<file path="config.mk">
export PLATFORM = sky130hd
export DESIGN_NAME = control_unit
export DESIGN_NICKNAME = d
export VERILOG_FILES = /design/src/rtl/control_unit.sv
export SDC_FILE = /design/constraint.sdc
export NUM_CORES = 1
export LEC_CHECK = 0
export CAP_MARGIN = 20
export CORE_MARGIN = 2
export CORE_UTILIZATION = 45
export CTS_CLUSTER_DIAMETER = 100
export DETAILED_ROUTE_END_ITERATION = 10
export HOLD_SLACK_MARGIN = 0.1
export PLACE_DENSITY = 0.81
export SLEW_MARGIN = 10
export SYNTH_ARGS = -nofsm -noshare
export SYNTH_HDL_FRONTEND = slang
export SYNTH_SLANG_ARGS = --single-unit
</file>
<file path="constraint.sdc">
create_clock -name clk -period 3.5 [get_ports clk]
set_input_delay 0.7 -clock clk [delete_from_list [all_inputs] [get_ports clk]]
set_output_delay 0.7 -clock clk [all_outputs]
set_load 0.01 [all_outputs]
</file>
<file path="src/rtl/control_unit.sv">
// Multi-cycle fetch/decode/execute sequencer driving every datapath control input.
// The control word is decoded from the step register plus the opcode latched at the end of T3.
module control_unit (
    input  logic        clk,
    input  logic        clr,
    input  logic [31:0] ir,
    input  logic        CON,
    output logic        run,
    output logic        PCout, MDRout, HIout, LOout, Zhighout, Zlowout, InPortout, Cout,
    output logic        PCin, IRin, MARin, MDRin, Yin, HIin, LOin, Zhighin, Zlowin,
    output logic        InPortin, OutPortin, Cin, CONin,
    output logic        read, wren,
    output logic        Gra, Grb, Grc, Rin, Rout, BAout,
    output logic        AND, OR, ADD, SUB, MUL, DIV, SHR, SHL, ROR, ROL, NEG, NOT, IncPC
);

    localparam logic [4:0] OP_LD   = 5'b00000, OP_LDI  = 5'b00001, OP_ST   = 5'b00010,
                           OP_ADD  = 5'b00011, OP_SUB  = 5'b00100, OP_SHR  = 5'b00101,
                           OP_SHL  = 5'b00110, OP_ROR  = 5'b00111, OP_ROL  = 5'b01000,
                           OP_AND  = 5'b01001, OP_OR   = 5'b01010, OP_ADDI = 5'b01011,
                           OP_ANDI = 5'b01100, OP_ORI  = 5'b01101, OP_MUL  = 5'b01110,
                           OP_DIV  = 5'b01111, OP_NEG  = 5'b10000, OP_NOT  = 5'b10001,
                           OP_BR   = 5'b10010, OP_JR   = 5'b10011, OP_JAL  = 5'b10100,
                           OP_IN   = 5'b10101, OP_OUT  = 5'b10110, OP_MFHI = 5'b10111,
                           OP_MFLO = 5'b11000, OP_NOP  = 5'b11001, OP_HALT = 5'b11010;

    typedef enum logic [3:0] {
        S_T0, S_T1, S_T2, S_T3, S_T4, S_T5, S_T6, S_T7, S_T8, S_T9, S_HALT
    } state_t;

    typedef enum logic [3:0] {
        C_NOP, C_LD, C_LDI, C_ST, C_ALU, C_IMM, C_MULDIV, C_UNARY,
        C_BR, C_JR, C_JAL, C_IN, C_OUT, C_MFHI, C_MFLO
    } cls_t;

    typedef struct packed {
        logic PCout, MDRout, HIout, LOout, Zhighout, Zlowout, InPortout, Cout;
        logic PCin, IRin, MARin, MDRin, Yin, HIin, LOin, Zhighin, Zlowin;
        logic InPortin, OutPortin, Cin, CONin;
        logic read, wren;
        logic Gra, Grb, Grc, Rin, Rout, BAout;
        logic AND, OR, ADD, SUB, MUL, DIV, SHR, SHL, ROR, ROL, NEG, NOT, IncPC;
    } cw_t;

    function automatic cls_t op_class(input logic [4:0] op);
        case (op)
            OP_LD:                    op_class = C_LD;
            OP_LDI:                   op_class = C_LDI;
            OP_ST:                    op_class = C_ST;
            OP_ADD, OP_SUB, OP_SHR, OP_SHL,
            OP_ROR, OP_ROL, OP_AND, OP_OR:
                                      op_class = C_ALU;
            OP_ADDI, OP_ANDI, OP_ORI: op_class = C_IMM;
            OP_MUL, OP_DIV:           op_class = C_MULDIV;
            OP_NEG, OP_NOT:           op_class = C_UNARY;
            OP_BR:                    op_class = C_BR;
            OP_JR:                    op_class = C_JR;
            OP_JAL:                   op_class = C_JAL;
            OP_IN:                    op_class = C_IN;
            OP_OUT:                   op_class = C_OUT;
            OP_MFHI:                  op_class = C_MFHI;
            OP_MFLO:                  op_class = C_MFLO;
            default:                  op_class = C_NOP;  // nop, halt and the unused codes
        endcase
    endfunction

    function automatic state_t last_step(input cls_t c);
        case (c)
            C_UNARY, C_JAL:        last_step = S_T5;
            C_ALU, C_IMM, C_LDI:   last_step = S_T6;
            C_MULDIV, C_BR:        last_step = S_T7;
            C_ST:                  last_step = S_T8;
            C_LD:                  last_step = S_T9;
            default:               last_step = S_T4;
        endcase
    endfunction

    function automatic cw_t alu_sel(input logic [4:0] op);
        alu_sel = '0;
        case (op)
            OP_ADD, OP_ADDI: alu_sel.ADD = 1'b1;
            OP_SUB:          alu_sel.SUB = 1'b1;
            OP_SHR:          alu_sel.SHR = 1'b1;
            OP_SHL:          alu_sel.SHL = 1'b1;
            OP_ROR:          alu_sel.ROR = 1'b1;
            OP_ROL:          alu_sel.ROL = 1'b1;
            OP_AND, OP_ANDI: alu_sel.AND = 1'b1;
            OP_OR, OP_ORI:   alu_sel.OR  = 1'b1;
            OP_MUL:          alu_sel.MUL = 1'b1;
            OP_DIV:          alu_sel.DIV = 1'b1;
            OP_NEG:          alu_sel.NEG = 1'b1;
            OP_NOT:          alu_sel.NOT = 1'b1;
            default:         alu_sel = '0;
        endcase
    endfunction

    state_t     state_q, state_d;
    logic [4:0] op_q, op_d;
    cls_t       cls;
    cw_t        cw;
    logic       unused_ir;

    assign cls       = op_class(op_q);
    assign unused_ir = ^ir[26:0];

    always_ff @(posedge clk) begin
        if (clr) begin
            state_q <= S_T0;
            op_q    <= OP_NOP;
        end else begin
            state_q <= state_d;
            op_q    <= op_d;
        end
    end

    always_comb begin
        state_d = state_q;
        op_d    = op_q;
        case (state_q)
            S_T0: state_d = S_T1;
            S_T1: state_d = S_T2;
            S_T2: state_d = S_T3;
            S_T3: begin
                op_d = ir[31:27];
                if (ir[31:27] == OP_HALT)
                    state_d = S_HALT;
                else if (op_class(ir[31:27]) == C_NOP)
                    state_d = S_T0;
                else
                    state_d = S_T4;
            end
            S_HALT: state_d = S_HALT;
            default: state_d = (state_q == last_step(cls)) ? S_T0 : state_t'(state_q + 4'd1);
        endcase
    end

    always_comb begin
        cw = '0;
        case (state_q)
            S_T0: begin cw.PCout = 1'b1; cw.MARin = 1'b1; cw.IncPC = 1'b1; cw.Zlowin = 1'b1; end
            S_T1: begin cw.Zlowout = 1'b1; cw.PCin = 1'b1; cw.read = 1'b1; end
            S_T2: begin cw.read = 1'b1; cw.MDRin = 1'b1; end
            S_T3: begin cw.MDRout = 1'b1; cw.IRin = 1'b1; end
            S_T4: case (cls)
                C_LD, C_LDI, C_ST: begin
                    cw.Grb = 1'b1; cw.Rout = 1'b1; cw.BAout = 1'b1; cw.Yin = 1'b1; cw.Cin = 1'b1;
                end
                C_ALU:    begin cw.Grb = 1'b1; cw.Rout = 1'b1; cw.Yin = 1'b1; end
                C_IMM:    begin cw.Grb = 1'b1; cw.Rout = 1'b1; cw.Yin = 1'b1; cw.Cin = 1'b1; end
                C_MULDIV: begin cw.Gra = 1'b1; cw.Rout = 1'b1; cw.Yin = 1'b1; end
                C_UNARY: begin
                    cw = alu_sel(op_q);
                    cw.Grb = 1'b1; cw.Rout = 1'b1; cw.Zlowin = 1'b1;
                end
                C_BR:   begin cw.Gra = 1'b1; cw.Rout = 1'b1; cw.CONin = 1'b1; cw.Cin = 1'b1; end
                C_JR:   begin cw.Gra = 1'b1; cw.Rout = 1'b1; cw.PCin = 1'b1; end
                C_JAL:  begin cw.PCout = 1'b1; cw.Grb = 1'b1; cw.Rin = 1'b1; end
                C_IN:   begin cw.InPortout = 1'b1; cw.Gra = 1'b1; cw.Rin = 1'b1; end
                C_OUT:  begin cw.Gra = 1'b1; cw.Rout = 1'b1; cw.OutPortin = 1'b1; end
                C_MFHI: begin cw.HIout = 1'b1; cw.Gra = 1'b1; cw.Rin = 1'b1; end
                C_MFLO: begin cw.LOout = 1'b1; cw.Gra = 1'b1; cw.Rin = 1'b1; end
                default: cw = '0;
            endcase
            S_T5: case (cls)
                C_LD, C_LDI, C_ST: begin
                    cw.Cout = 1'b1; cw.ADD = 1'b1; cw.Zlowin = 1'b1; cw.Cin = 1'b1;
                end
                C_ALU: begin
                    cw = alu_sel(op_q);
                    cw.Grc = 1'b1; cw.Rout = 1'b1; cw.Zlowin = 1'b1;
                end
                C_IMM: begin
                    cw = alu_sel(op_q);
                    cw.Cin = 1'b1; cw.Cout = 1'b1; cw.Zlowin = 1'b1;
                end
                C_MULDIV: begin
                    cw = alu_sel(op_q);
                    cw.Grb = 1'b1; cw.Rout = 1'b1; cw.Zlowin = 1'b1; cw.Zhighin = 1'b1;
                end
                C_UNARY: begin cw.Zlowout = 1'b1; cw.Gra = 1'b1; cw.Rin = 1'b1; end
                C_BR:    begin cw.PCout = 1'b1; cw.Yin = 1'b1; cw.Cin = 1'b1; end
                C_JAL:   begin cw.Gra = 1'b1; cw.Rout = 1'b1; cw.PCin = 1'b1; end
                default: cw = '0;
            endcase
            S_T6: case (cls)
                C_LDI, C_ALU, C_IMM: begin cw.Zlowout = 1'b1; cw.Gra = 1'b1; cw.Rin = 1'b1; end
                C_LD, C_ST:          begin cw.Zlowout = 1'b1; cw.MARin = 1'b1; end
                C_MULDIV:            begin cw.Zlowout = 1'b1; cw.LOin = 1'b1; end
                C_BR:                begin cw.Cout = 1'b1; cw.ADD = 1'b1; cw.Zlowin = 1'b1; end
                default: cw = '0;
            endcase
            S_T7: case (cls)
                C_LD:     cw.read = 1'b1;
                C_ST:     begin cw.Gra = 1'b1; cw.Rout = 1'b1; cw.MDRin = 1'b1; end
                C_MULDIV: begin cw.Zhighout = 1'b1; cw.HIin = 1'b1; end
                // Branch target is always on the bus; only a true condition loads it.
                C_BR:     begin cw.Zlowout = 1'b1; cw.PCin = CON; end
                default: cw = '0;
            endcase
            S_T8: case (cls)
                C_LD:    begin cw.read = 1'b1; cw.MDRin = 1'b1; end
                C_ST:    cw.wren = 1'b1;
                default: cw = '0;
            endcase
            S_T9: if (cls == C_LD) begin cw.MDRout = 1'b1; cw.Gra = 1'b1; cw.Rin = 1'b1; end
            default: cw = '0;
        endcase
        if (clr) cw = '0;
    end

    assign run = clr || (state_q != S_HALT);

    assign {PCout, MDRout, HIout, LOout, Zhighout, Zlowout, InPortout, Cout,
            PCin, IRin, MARin, MDRin, Yin, HIin, LOin, Zhighin, Zlowin,
            InPortin, OutPortin, Cin, CONin,
            read, wren,
            Gra, Grb, Grc, Rin, Rout, BAout,
            AND, OR, ADD, SUB, MUL, DIV, SHR, SHL, ROR, ROL, NEG, NOT, IncPC} = cw;

endmodule

</file>
# Yosys cells after proc, flatten, opt, wreduce, memory -nomap -nowiden
# Memory sizes are Yosys's and may differ from the RTL's. A register that Yosys moved wholly into a read port is not among the register bits.
# Cells that the tools add are included.
# classes
n_addsub	1
n_eq_ne	42
n_mux	72
reduce_logical	22
# ops
operator	count
$pmux W14 S4	1
$mux W42	1
$eq A4 B4 Y1 const B	10
$eq A5 B4 Y1 const B	8
$mux W1	39
$eq A4 B3 Y1 const B	8
$eq A5 B3 Y1 const B	4
$mux W4	5
$pmux W4 S5	1
$eq A4 B2 Y1 const B	4
$pmux W1 S4	4
$pmux W4 S4	1
$eq A5 B5 Y1 const B	3
$reduce_or A2 Y1	7
$reduce_or A7 Y1	2
$mux W13	1
$reduce_or A3 Y1	4
$mux W10	1
$mux W5	2
$reduce_or A10 Y1	1
$reduce_or A5 Y1	2
$pmux W1 S3	3
$eq A4 B1 Y1 const B	2
$logic_not A4 Y1	2
other kinds (15)	21
# totals
ff_bits	9
mem_bits_ro	320
in_bits	35
output_inout_bits	43
elab_cells	142
memories	3
# mem_list
name	words	width	read_ports	rd_clocked_by_memory_dff	write_ports	line_no	source
(name not given)	32	4	1	0	0	46	case (op)
(name not given)	32	4	1	1	0	46	
(name not given)	16	4	1	0	0	68	case (c)

# Longest topological paths before layout
# Gate-level depths: netlist of run 1.
# depth
depth_word	7
ltp_mapped	9
mapped_depth_nobuf	9

# Worst setup path after synthesis of run 1
# OpenSTA, ideal clock, no wires.
# synth_path
path_kind	register to output
start	register state_q[1]
end	output port ADD
arrival_ns	2.034
required_ns	2.800
slack_ns	0.766
stages_incl_launch_ff	8
path_buffers	1
cell_sequence	dfxtp_1 -> clkbuf_1 -> inv_1 -> ha_1 -> mux2i_1 -> or3_1 -> or4_4 -> a211oi_2
# synth_via
elab_chain_len	3
elab_cells_between_ends	6
cone_classes	eq/ne (4); mux (2)
# synth_rtl
item	line_no	source
start, declared	97	state_t state_q, state_d;
start signal, assigned	111	state_q <= state_d;
$eq A4 B3 Y1	139	case (state_q)
$pmux W14 S4 (*)	139	
$mux W42 (*)	208	if (clr) cw = '0;
end, declared	14	output logic AND, OR, ADD, SUB, MUL, DIV, SHR, SHL, ROR, ROL, NEG, NOT, IncPC
# Mark *: on every way between the ends. The rest lies on a longest branch, timed or not.

# Worst setup path after layout of run 1
# layout_path
start	register state_q[0]
end	output port ADD
# Same word-level chain as after synthesis.

==> impl_metrics.ini, run 1 <==
[global_route]
grt_first_pass_wirelength_mm = 10.1
antenna_found_initial = 0
grt_max_degree = 27
grt_pass1_vias = 2138
track_usage = 0.234
grt_overflow = 0

[floorplan]
pin_count = 78
core-area_sq_um = 4410
dieArea_sq_um = 5190
die_height_microns = 72.1
initial_core_util = 0.472
rows = 24
die_w_microns = 72.1

[clocking]
worstSkewPairLatency_ns = 0.24
root_buffer = clkbuf_8
cts_sinks = 13
cts_tree = yes
numCtsBuffers = 3
path_clk_slew_ns = 0.05
ctsLongestPathBuffers = 2
htreeDepth = 1
ctsHoldBuffers = 0

[detailed_routing]
ant_nets = 0
wl_per_cell_microns = 14.7
route.detailed.drc = 0
routed_wl_mm = 6.00
vias = 2412
drtIter0Drc = 249
dr.pass1.iters = 5
via_per_inst = 5.93

[place]
portBuffers = 49
place_area_sq_um = 2690
dp_hpwl_mm = 4.66
dp_cells = 403
place.gp.congestion = 0.902

[layout]
nets = 408
antenna_cells = 0
stdcell_count = 407
area_delta_synth_final_pct = 32.1
drive_above_1_share = 0.141
final_area_sq_um = 2750

[setup_path]
cp_slowest_cell = clkdlybuf4s50_1
cp_cell_sequence = inv_1 > ha_1 > mux2i_1 > or3_1 > or4_4 > a211oi_2 > clkdlybuf4s50_1
cp.depth = 7
endpoint_kind = primary output
startpoint_type = flop
reg2regPathDepth = 11
required_ns = 2.80
cp_data_arrival_time_ns = 2.69
crit_family = simple AND/OR/NAND/NOR gates
cp_num_buf_inv = 2
worstSetupPathType = reg -> out
crit_path_max_fanout = 5
slowest_delay_ns = 0.56

[yosys]
ys.warnings.count = 0
syn_avg_cell_area_sq_um = 6.83
async_reset_ff_frac = 0
synth_fp_nets = 357
seq_area_frac_synth = 0.125
yosysTopAreaCell = dfxtp_1
syn_inst = 305
netlist_top_cells_count = nor2_1 (37), nand2_1 (24), ha_1 (17), nor3_1 (17), o21ai_0 (15)
ys_seq_elements = 13
synth_edf_count = 0
yosysMostFrequentCell = nor2_1
synthDominantCellAreaShare = 0.125
synth_cell_type_count = 65
synth.cell_area_sq_um = 2080
synthTopCellsByArea = dfxtp_1 (12%), ha_1 (10%), nor2_1 (6.7%)
ys.flop_type = dfxtp_1

[timing]
worstMarginPinSlew_ns = 0.470
drv_slew = 0
hold_viol_final = 0
setup_viol = 0
post-route-period-util = 0.967
min_period_ns = 3.39
fin_skew_ns = 0.00150
max_freq_mhz = 295
slew-limit-headroom = 0.677

[pwr]
power_density_nw_per_um2 = 542
finalPower_mw = 1.49
power.leakage_nw = 1.05
peakVddDrop_uv = 317

[job]
maxCapViolations = 0

[min_path]
holdPathStages = 3
worst_hold_path_type = reg -> reg

[run_status]
status = finished, final reports clean
==> cell families (layout without fill, tap and decap cells) <==
family          after synthesis  after routing  share of synthesized area
compound gates               63             63                      0.214
fa+ha+maj                    17             17                      0.102
xor+xnor                      5              5                     0.0210
flops                        13             13                      0.125
other cells                   1              1                    0.00180
mux                           8              8                     0.0396
buf+inv                      41             91                     0.0882
simple gates                157            157                      0.408
==> registers in the layout, indices dropped and copies added (netlist names) <==
register  flops
op_q          5
state_q       4
cls           4
==> final timing paths <==
kind | startpoint | endpoint | slack, ns
setup / recovery | state_q[0]$_SDFF_PP0_ | ADD | 0.11
hold / removal | state_q[0]$_SDFF_PP0_ | state_q[0]$_SDFF_PP0_ | 0.66
setup reg to reg | state_q[1]$_SDFF_PP0_ | cls[1]$_DFF_P_ | 0.77
hold reg to reg | state_q[0]$_SDFF_PP0_ | state_q[0]$_SDFF_PP0_ | 0.66
==> repair_timing <==
action / CTS / global route
setup endpoints to repair: 0 / 4
gates resized for setup: 0 / 4
setup buffers: 0 / 0
==> layout make-up <==
class	instances	area [sq um]
fill	407	1660
multi-input combinational	251	1660
timing repair buffer	73	671
sequential	13	260
tap	52	65.1
inverter	14	52.6
clock buffer	4	45.0
==> metrics by stage <==
| step | utilization | setup slack [ns] | hold slack, ns | TNS (ns) |
|---|---|---|---|---|
| finish | 0.624 | 0.114 | 0.661 | 0 |
| global route | 0.624 | -0.00418 | 0.694 | -0.00418 |
| CTS | 0.619 | 0.0854 | 0.649 | 0 |
| detailed placement | 0.609 | 0.152 | 0.641 | 0 |
| global placement | 0.609 | 0.167 | 0.625 | 0 |
| floorplan | - | 0.766 | 0.599 | 0 |
==> layout by cell type (no fill, tap or decap), types with 5 or more instances in the layout <==
cell type,netlist,final
mux2i_1,6,6
and3_1,7,7
nand2b_1,13,13
dfxtp_1,13,13
nor3_1,17,16
nor2_1,37,37
or2_2,5,5
o21ai_0,15,15
nand2_1,24,24
nor2b_1,13,13
nand3_1,9,8
ha_1,17,16
inv_1,13,13
a31oi_1,8,8
buf_4,2,24
a21oi_1,6,6
clkdlybuf4s50_1,0,49
==> per-layer routing <==
metal	GRT usage	vias to the layer above	wire, microns
met5	0	-	0
met4	0.0692	0	91
met3	0.0375	10	380
met2	0.376	99	2810
met1	0.323	1121	2720
li1	-	1182	-
==> power breakdown <==
part / switching (mW) / internal, mW
sequential: 0.0582 / 0.192
clock: 0.0525 / 0.0804
combinational: 0.644 / 0.465
total: 0.755 / 0.737
==> worst min-delay path, stage by stage, from the launching register on <==
cell and delay (ns):
dfxtp_1 0.40, nor2_1 0.07, o31ai_1 0.06, o22ai_1 0.07
No activity file was read; power rests on OpenSTA's default activity.
==> inputs of run 2 (changes only) <==
- CTS_CLUSTER_SIZE: default -> 14
==> results of run 2 <==
Same layout as run 1: the final DEF is identical, and so are final timing and power.
